## src/rtl/somador_serie.sv

```systemverilog
// Bit-serial two's-complement adder/subtractor: one bit per clock, LSB first,
// with a signed-overflow flag and a one-cycle completion pulse.
module somador_serie #(
   parameter int LARGURA = 9
) (
   input  logic               relogio,
   input  logic               reinicio_n,
   input  logic [LARGURA-1:0] operando_a,
   input  logic [LARGURA-1:0] operando_b,
   input  logic               operacao,
   input  logic               inicio,
   output logic               ocupado,
   output logic               pronto,
   output logic [LARGURA-1:0] resultado,
   output logic               transbordo,
   output logic [1:0]         estado_dbg
);

   localparam int CW = (LARGURA > 1) ? $clog2(LARGURA) : 1;

   typedef enum logic [1:0] {
      ESPERA  = 2'd0,
      CALCULA = 2'd1,
      FIM     = 2'd2
   } estado_t;

   estado_t              estado_q;
   logic [LARGURA-1:0]   reg_a_q;
   logic [LARGURA-1:0]   reg_b_q;
   logic [LARGURA-1:0]   parcial_q;
   logic [CW-1:0]        contador_q;
   logic                 carry_q;
   logic                 ocupado_q;
   logic                 pronto_q;
   logic [LARGURA-1:0]   resultado_q;
   logic                 transbordo_q;

   logic                 soma_bit;
   logic                 carry_d;
   logic [LARGURA-1:0]   parcial_d;

   // Full-adder slice on the current LSBs; the sum bit enters the partial sum from the top.
   always_comb begin
      soma_bit  = reg_a_q[0] ^ reg_b_q[0] ^ carry_q;
      carry_d   = (reg_a_q[0] & reg_b_q[0]) | (reg_a_q[0] & carry_q) | (reg_b_q[0] & carry_q);
      parcial_d = {soma_bit, parcial_q[LARGURA-1:1]};
   end

   always_ff @(posedge relogio or negedge reinicio_n) begin
      if (!reinicio_n) begin
         estado_q     <= ESPERA;
         reg_a_q      <= '0;
         reg_b_q      <= '0;
         parcial_q    <= '0;
         contador_q   <= '0;
         carry_q      <= 1'b0;
         ocupado_q    <= 1'b0;
         pronto_q     <= 1'b0;
         resultado_q  <= '0;
         transbordo_q <= 1'b0;
      end else begin
         case (estado_q)
            ESPERA: begin
               pronto_q <= 1'b0;
               if (inicio) begin
                  // Subtraction is A + ~B + 1: invert B and seed the carry with 1.
                  reg_a_q    <= operando_a;
                  reg_b_q    <= operacao ? ~operando_b : operando_b;
                  carry_q    <= operacao;
                  contador_q <= '0;
                  parcial_q  <= '0;
                  ocupado_q  <= 1'b1;
                  estado_q   <= CALCULA;
               end
            end
            CALCULA: begin
               reg_a_q    <= {1'b0, reg_a_q[LARGURA-1:1]};
               reg_b_q    <= {1'b0, reg_b_q[LARGURA-1:1]};
               carry_q    <= carry_d;
               parcial_q  <= parcial_d;
               contador_q <= contador_q + CW'(1);
               if (contador_q == CW'(LARGURA - 1)) begin
                  // carry_q is the carry into the MSB, carry_d the carry out of it.
                  resultado_q  <= parcial_d;
                  transbordo_q <= carry_q ^ carry_d;
                  pronto_q     <= 1'b1;
                  estado_q     <= FIM;
               end
            end
            FIM: begin
               pronto_q  <= 1'b0;
               ocupado_q <= 1'b0;
               estado_q  <= ESPERA;
            end
            default: begin
               pronto_q  <= 1'b0;
               ocupado_q <= 1'b0;
               estado_q  <= ESPERA;
            end
         endcase
      end
   end

   assign ocupado    = ocupado_q;
   assign pronto     = pronto_q;
   assign resultado  = resultado_q;
   assign transbordo = transbordo_q;
   assign estado_dbg = estado_q;

endmodule
```

## config.mk

```make
export PLATFORM = sky130hd
export DESIGN_NAME = somador_serie
export DESIGN_NICKNAME = d
export VERILOG_FILES = /design/src/rtl/somador_serie.sv
export SDC_FILE = /design/constraint.sdc
export NUM_CORES = 1
export LEC_CHECK = 0
export BUFFER_PORTS_ARGS = -buffer_cell sky130_fd_sc_hd__buf_2
export CORE_MARGIN = 1
export CORE_UTILIZATION = 45
export DETAILED_ROUTE_END_ITERATION = 12
export PLACE_DENSITY = 0.63
export SLEW_MARGIN = 20
export SYNTH_ARGS = -nofsm -noshare
export SYNTH_HDL_FRONTEND = slang
export SYNTH_SLANG_ARGS = --single-unit
```

## constraint.sdc

```tcl
create_clock -name relogio -period 1.8 [get_ports relogio]
set_clock_uncertainty 0.05 [all_clocks]
set_input_delay 0 -clock relogio [delete_from_list [all_inputs] [get_ports relogio]]
set_output_delay 0 -clock relogio [all_outputs]
set_load 0.1 [all_outputs]
```

==> impl_metrics.py <==
metrics = {
    "clock_tree": {
        "clk_transition_reported_paths_ns": 0.09,
        "cts.sink_count": 45,
        "post_cts.repair.setup_buffers": 0,
        "htree_num_levels": 2,
        "clock_latency_ns": 0.30,
        "clk_path_buf_depth": 2,
        "cts_tree": "done",
        "clock_buffers_created_by_tritoncts": 5,
        "ctsRootBufferMaster": "sky130_fd_sc_hd__clkbuf_8",
    },
    "pwr": {
        "p_int_mw": 2.50,
        "design_power_mw": 4.77,
        "peakVddDrop_v": 0.000944,
        "sw_frac_of_total_pct": 47.5,
        "powerDensity_mw_per_mm2": 1850,
        "share_seq_of_total_power_pct": 36.3,
        "share_comb_of_total_power_pct": 47.5,
        "p_switching_mw": 2.27,
        "clkPwrFrac_pct": 16.2,
        "leakage_nw": 1.20,
    },
    "layout": {
        "final_design_area_no_fill_mm2": 0.00258,
        "antenna-diode-count": 0,
        "layout.filler_cells": 390,
        "layout.core_utilization_pct": 58.5,
        "final_cell_count_no_fill": 285,
        "finish.net_count": 257,
        "fraction_of_final_layout_cells_sized_beyond_drive_strength_1_pct": 23.6,
        "syn2layout_area_growth_pct": 22.6,
    },
    "sta": {
        "maxClockFrequency_ghz": 0.600,
        "fin_ws_ns": 0.134,
        "final-setup-viol-count": 0,
        "finalWorstPathRequiredPeriod_ns": 1.67,
        "worst_slew_margin_rel_pct": 55.9,
        "timing.final.hold_violations": 0,
        "layout_worst_path_cycle_share_pct": 92.6,
        "worstMarginPinSlew_ns": 0.659,
        "rsz0062_at_grt": "false",
        "final-max-slew-violation-count": 0,
    },
    "route": {
        "wire_per_inst_um": 14.9,
        "dr.pass1.iters": 4,
        "post_route_drc_violation_count": 0,
        "routed-via-count": 1612,
        "route.final.wire_length_um": 4240,
        "drt-vias-per-instance": 5.66,
        "route.antenna.remaining_nets": 0,
        "drt-initial-drc-count": 71,
    },
    "worst_hold_path": {
        "hold_end": "reg_b_q[8]",
        "min_delay_path_depth": 4,
        "min_path_type": "in -> reg",
        "min-delay-start": "operando_b[8]",
    },
    "placement": {
        "dpl.cell_count": 265,
        "io_buffers": 35,
        "finalWeightedCongestion": 0.751,
        "dp_worst_setup_slack_ns": -0.0542,
        "hpwlAfterDp_um": 2770,
        "placed_area_mm2": 0.00234,
    },
    "grt": {
        "global_route.overflow_total": 0,
        "antenna_found_initial": 0,
        "grt_pass1_vias": 1628,
        "globalRouteTotalUtil_pct": 19.7,
        "grt_max_degree": 30,
        "grt_pass1_wl_um": 7690,
    },
    "floorplan": {
        "io_pins": 36,
        "die_w_um": 70.4,
        "std_cell_rows": 24,
        "core_mm2": 0.00441,
        "effective_utilization_at_floorplan_pct": 47.7,
        "die_h_um": 70.4,
        "die_area_mm2": 0.00496,
    },
    "worst_setup_path": {
        "ff_to_ff_path_depth": 6,
        "crit_buf_inv": 2,
        "r2r-start": "contador_q[0]",
        "minimum_setup_slack_among_reg_to_reg_paths_ns": 0.13,
        "reg2reg_to": "resultado[7]",
        "worst_ep_required_time_ns": 1.94,
        "worstSetupPathType": "reg -> reg",
        "end_kind": "flop",
        "critPathMaxFanout": 11,
        "crit_chain": "inv_1 > ha_1 > nand2_1 > nor4_4 > buf_4 > mux2_1",
        "timing.critical_path.arrival_ns": 1.80,
        "cpMaxStageDelayCell": "sky130_fd_sc_hd__dfrtp_1",
        "worst_setup_path_start_kind": "flop",
        "critical_path.top_delay_family": "flip-flops",
        "timing.critical_path.slowest_cell_delay_ns": 0.42,
    },
    "synthesis": {
        "proportion_of_synthesized_chip_area_in_sequential_cells_pct": 53.4,
        "post_synth_fa_ha_maj_area_fraction_pct": 2.14,
        "synth_cell_type_count": 31,
        "synth_warn": 0,
        "synth-compound-area-share_pct": 21.0,
        "main_combinational_cell_family_by_area_after_synthesis": "compound AO/OA/AOI/OAI gates",
        "synth_area_mm2": 0.00211,
        "synth.mux.area_fraction_pct": 5.82,
        "synthXorXnorAreaFrac_pct": 4.16,
        "syn-mean-instance-area_um2": 11.3,
        "post_synth_inst_count": 186,
        "postSynthNetCount": 211,
        "synth_seq_cells": 45,
        "post_synth_and_or_nand_nor_area_fraction_pct": 8.14,
    },
    "run": {
        "cap_violations": 0,
    },
    "status": {
        "outcome": "completed",
    },
}
==> how the worst max path moves through the flow <==
stage | to | cells past startpoint | start
after detailed placement | contador_q[3] | 3 | estado_dbg[1]
after floorplan | resultado[0] | 4 | estado_dbg[0]
after global placement | contador_q[3] | 3 | estado_dbg[1]
after CTS | resultado[7] | 5 | estado_dbg[0]
final | resultado[7] | 6 | contador_q[0]
after global routing | resultado[7] | 6 | contador_q[0]
==> placed cells by master, fill, tap and decap left out, types with 2 or more instances in the layout <==
cell,n
sky130_fd_sc_hd__a21oi_1,13
sky130_fd_sc_hd__a221o_1,6
sky130_fd_sc_hd__a22o_1,8
sky130_fd_sc_hd__a22oi_1,11
sky130_fd_sc_hd__buf_2,35
sky130_fd_sc_hd__buf_4,5
sky130_fd_sc_hd__clkbuf_8,5
sky130_fd_sc_hd__dfrtp_1,43
sky130_fd_sc_hd__dfrtp_2,2
sky130_fd_sc_hd__dlygate4sd3_1,12
sky130_fd_sc_hd__ha_1,2
sky130_fd_sc_hd__inv_1,8
sky130_fd_sc_hd__mux2_1,10
sky130_fd_sc_hd__nand2_1,8
sky130_fd_sc_hd__nor2_1,5
sky130_fd_sc_hd__nor2b_1,12
sky130_fd_sc_hd__o211ai_1,2
sky130_fd_sc_hd__o21ai_1,13
sky130_fd_sc_hd__o32ai_1,6
sky130_fd_sc_hd__xnor2_1,8
sky130_fd_sc_hd__xor2_1,2
==> routing by layer <==
metal | share of wire (%) | wire length [um] | track usage (%)
met1 | 46 | 1970 | 25.3
met3 | 3.4 | 146 | 4.47
met5 | 0 | 0 | 0
met2 | 49 | 2070 | 32.3
met4 | 1.3 | 56 | 7.33
==> cell usage after synthesis <==
cell | number | area share [%]
sky130_fd_sc_hd__o2bb2ai_1 | 1 | 0.42
sky130_fd_sc_hd__nand3_1 | 1 | 0.24
sky130_fd_sc_hd__or2_1 | 1 | 0.30
sky130_fd_sc_hd__a21oi_1 | 13 | 3.1
sky130_fd_sc_hd__nor2b_1 | 13 | 3.9
sky130_fd_sc_hd__a31oi_1 | 1 | 0.30
sky130_fd_sc_hd__a22oi_1 | 11 | 3.9
sky130_fd_sc_hd__mux2i_1 | 1 | 0.48
sky130_fd_sc_hd__clkbuf_1 | 4 | 0.71
sky130_fd_sc_hd__inv_2 | 1 | 0.18
sky130_fd_sc_hd__dfrtp_1 | 45 | 53
sky130_fd_sc_hd__mux2_1 | 10 | 5.3
sky130_fd_sc_hd__buf_4 | 1 | 0.36
sky130_fd_sc_hd__a221o_1 | 6 | 2.9
sky130_fd_sc_hd__fa_1 | 1 | 0.95
sky130_fd_sc_hd__xor2_1 | 2 | 0.83
sky130_fd_sc_hd__xnor2_1 | 8 | 3.3
sky130_fd_sc_hd__inv_1 | 8 | 1.4
sky130_fd_sc_hd__a22o_1 | 8 | 3.3
sky130_fd_sc_hd__nor2_1 | 5 | 0.89
sky130_fd_sc_hd__o32ai_1 | 6 | 2.5
sky130_fd_sc_hd__nor4_4 | 1 | 1.0
sky130_fd_sc_hd__o21a_1 | 1 | 0.36
sky130_fd_sc_hd__or3b_1 | 1 | 0.42
sky130_fd_sc_hd__o211ai_1 | 2 | 0.71
sky130_fd_sc_hd__a41oi_1 | 1 | 0.42
sky130_fd_sc_hd__ha_1 | 2 | 1.2
sky130_fd_sc_hd__buf_6 | 1 | 0.53
sky130_fd_sc_hd__o21ai_1 | 13 | 3.1
sky130_fd_sc_hd__nand2_1 | 8 | 1.4
sky130_fd_sc_hd__buf_2 | 9 | 2.1
==> per-stage QoR <==
step                setup TNS [ns]  hold WS (ns)
detailed placement         -0.0542       -0.0445
global placement                 0       -0.0373
floorplan                        0        -0.346
finish                           0        0.0182
CTS                              0        0.0127
global route                     0        0.0385
==> repair_timing <==
item	CTS	global route
gates resized for setup	1	1
hold endpoints to repair	33	0
hold buffers	12	0
endpoints found under the setup margin	1	5
==> cells by family after synthesis <==
kind of cell,Yosys count
mux,11
flops,45
buf+inv,24
fa+ha+maj,3
compound gates,63
simple gates,30
xor+xnor,10
==> registers in the layout, summed over array words and instances, names as in the netlist <==
signal	cells
contador_q	4
carry_q	1
reg_b_q	9
estado_dbg	2
resultado	9
transbordo	1
pronto	1
ocupado	1
parcial_q	8
reg_a_q	9
==> worst register-to-register path, stage by stage, from the launching register on <==
cell                      delay [ns]
sky130_fd_sc_hd__dfrtp_1        0.42
sky130_fd_sc_hd__inv_1          0.10
sky130_fd_sc_hd__ha_1           0.14
sky130_fd_sc_hd__nand2_1        0.11
sky130_fd_sc_hd__nor4_4         0.15
sky130_fd_sc_hd__buf_4          0.24
sky130_fd_sc_hd__mux2_1         0.35
==> final cells by class <==
| class | count | area, um^2 | area share, % |
|---|---|---|---|
| clock inverter | 3 | 46.3 | 1.79 |
| inverter | 9 | 33.8 | 1.31 |
| multi-input combinational | 117 | 876 | 33.9 |
| clock buffer | 5 | 68.8 | 2.66 |
| timing repair buffer | 54 | 364 | 14.1 |
| sequential | 45 | 1130 | 43.7 |
| tap | 52 | 65.1 | 2.52 |
==> power by group through the flow <==
stage / clock network, mW / registers (mW) / logic [mW]
floorplan: 0 / 2.59 / 0.963
global placement: 0 / 1.72 / 2.21
detailed placement: 0 / 1.74 / 2.26
CTS: 0.804 / 1.73 / 2.29
global route: 0.832 / 1.80 / 2.45
finish: 0.775 / 1.73 / 2.26
Power figures use the tool's default switching activity.
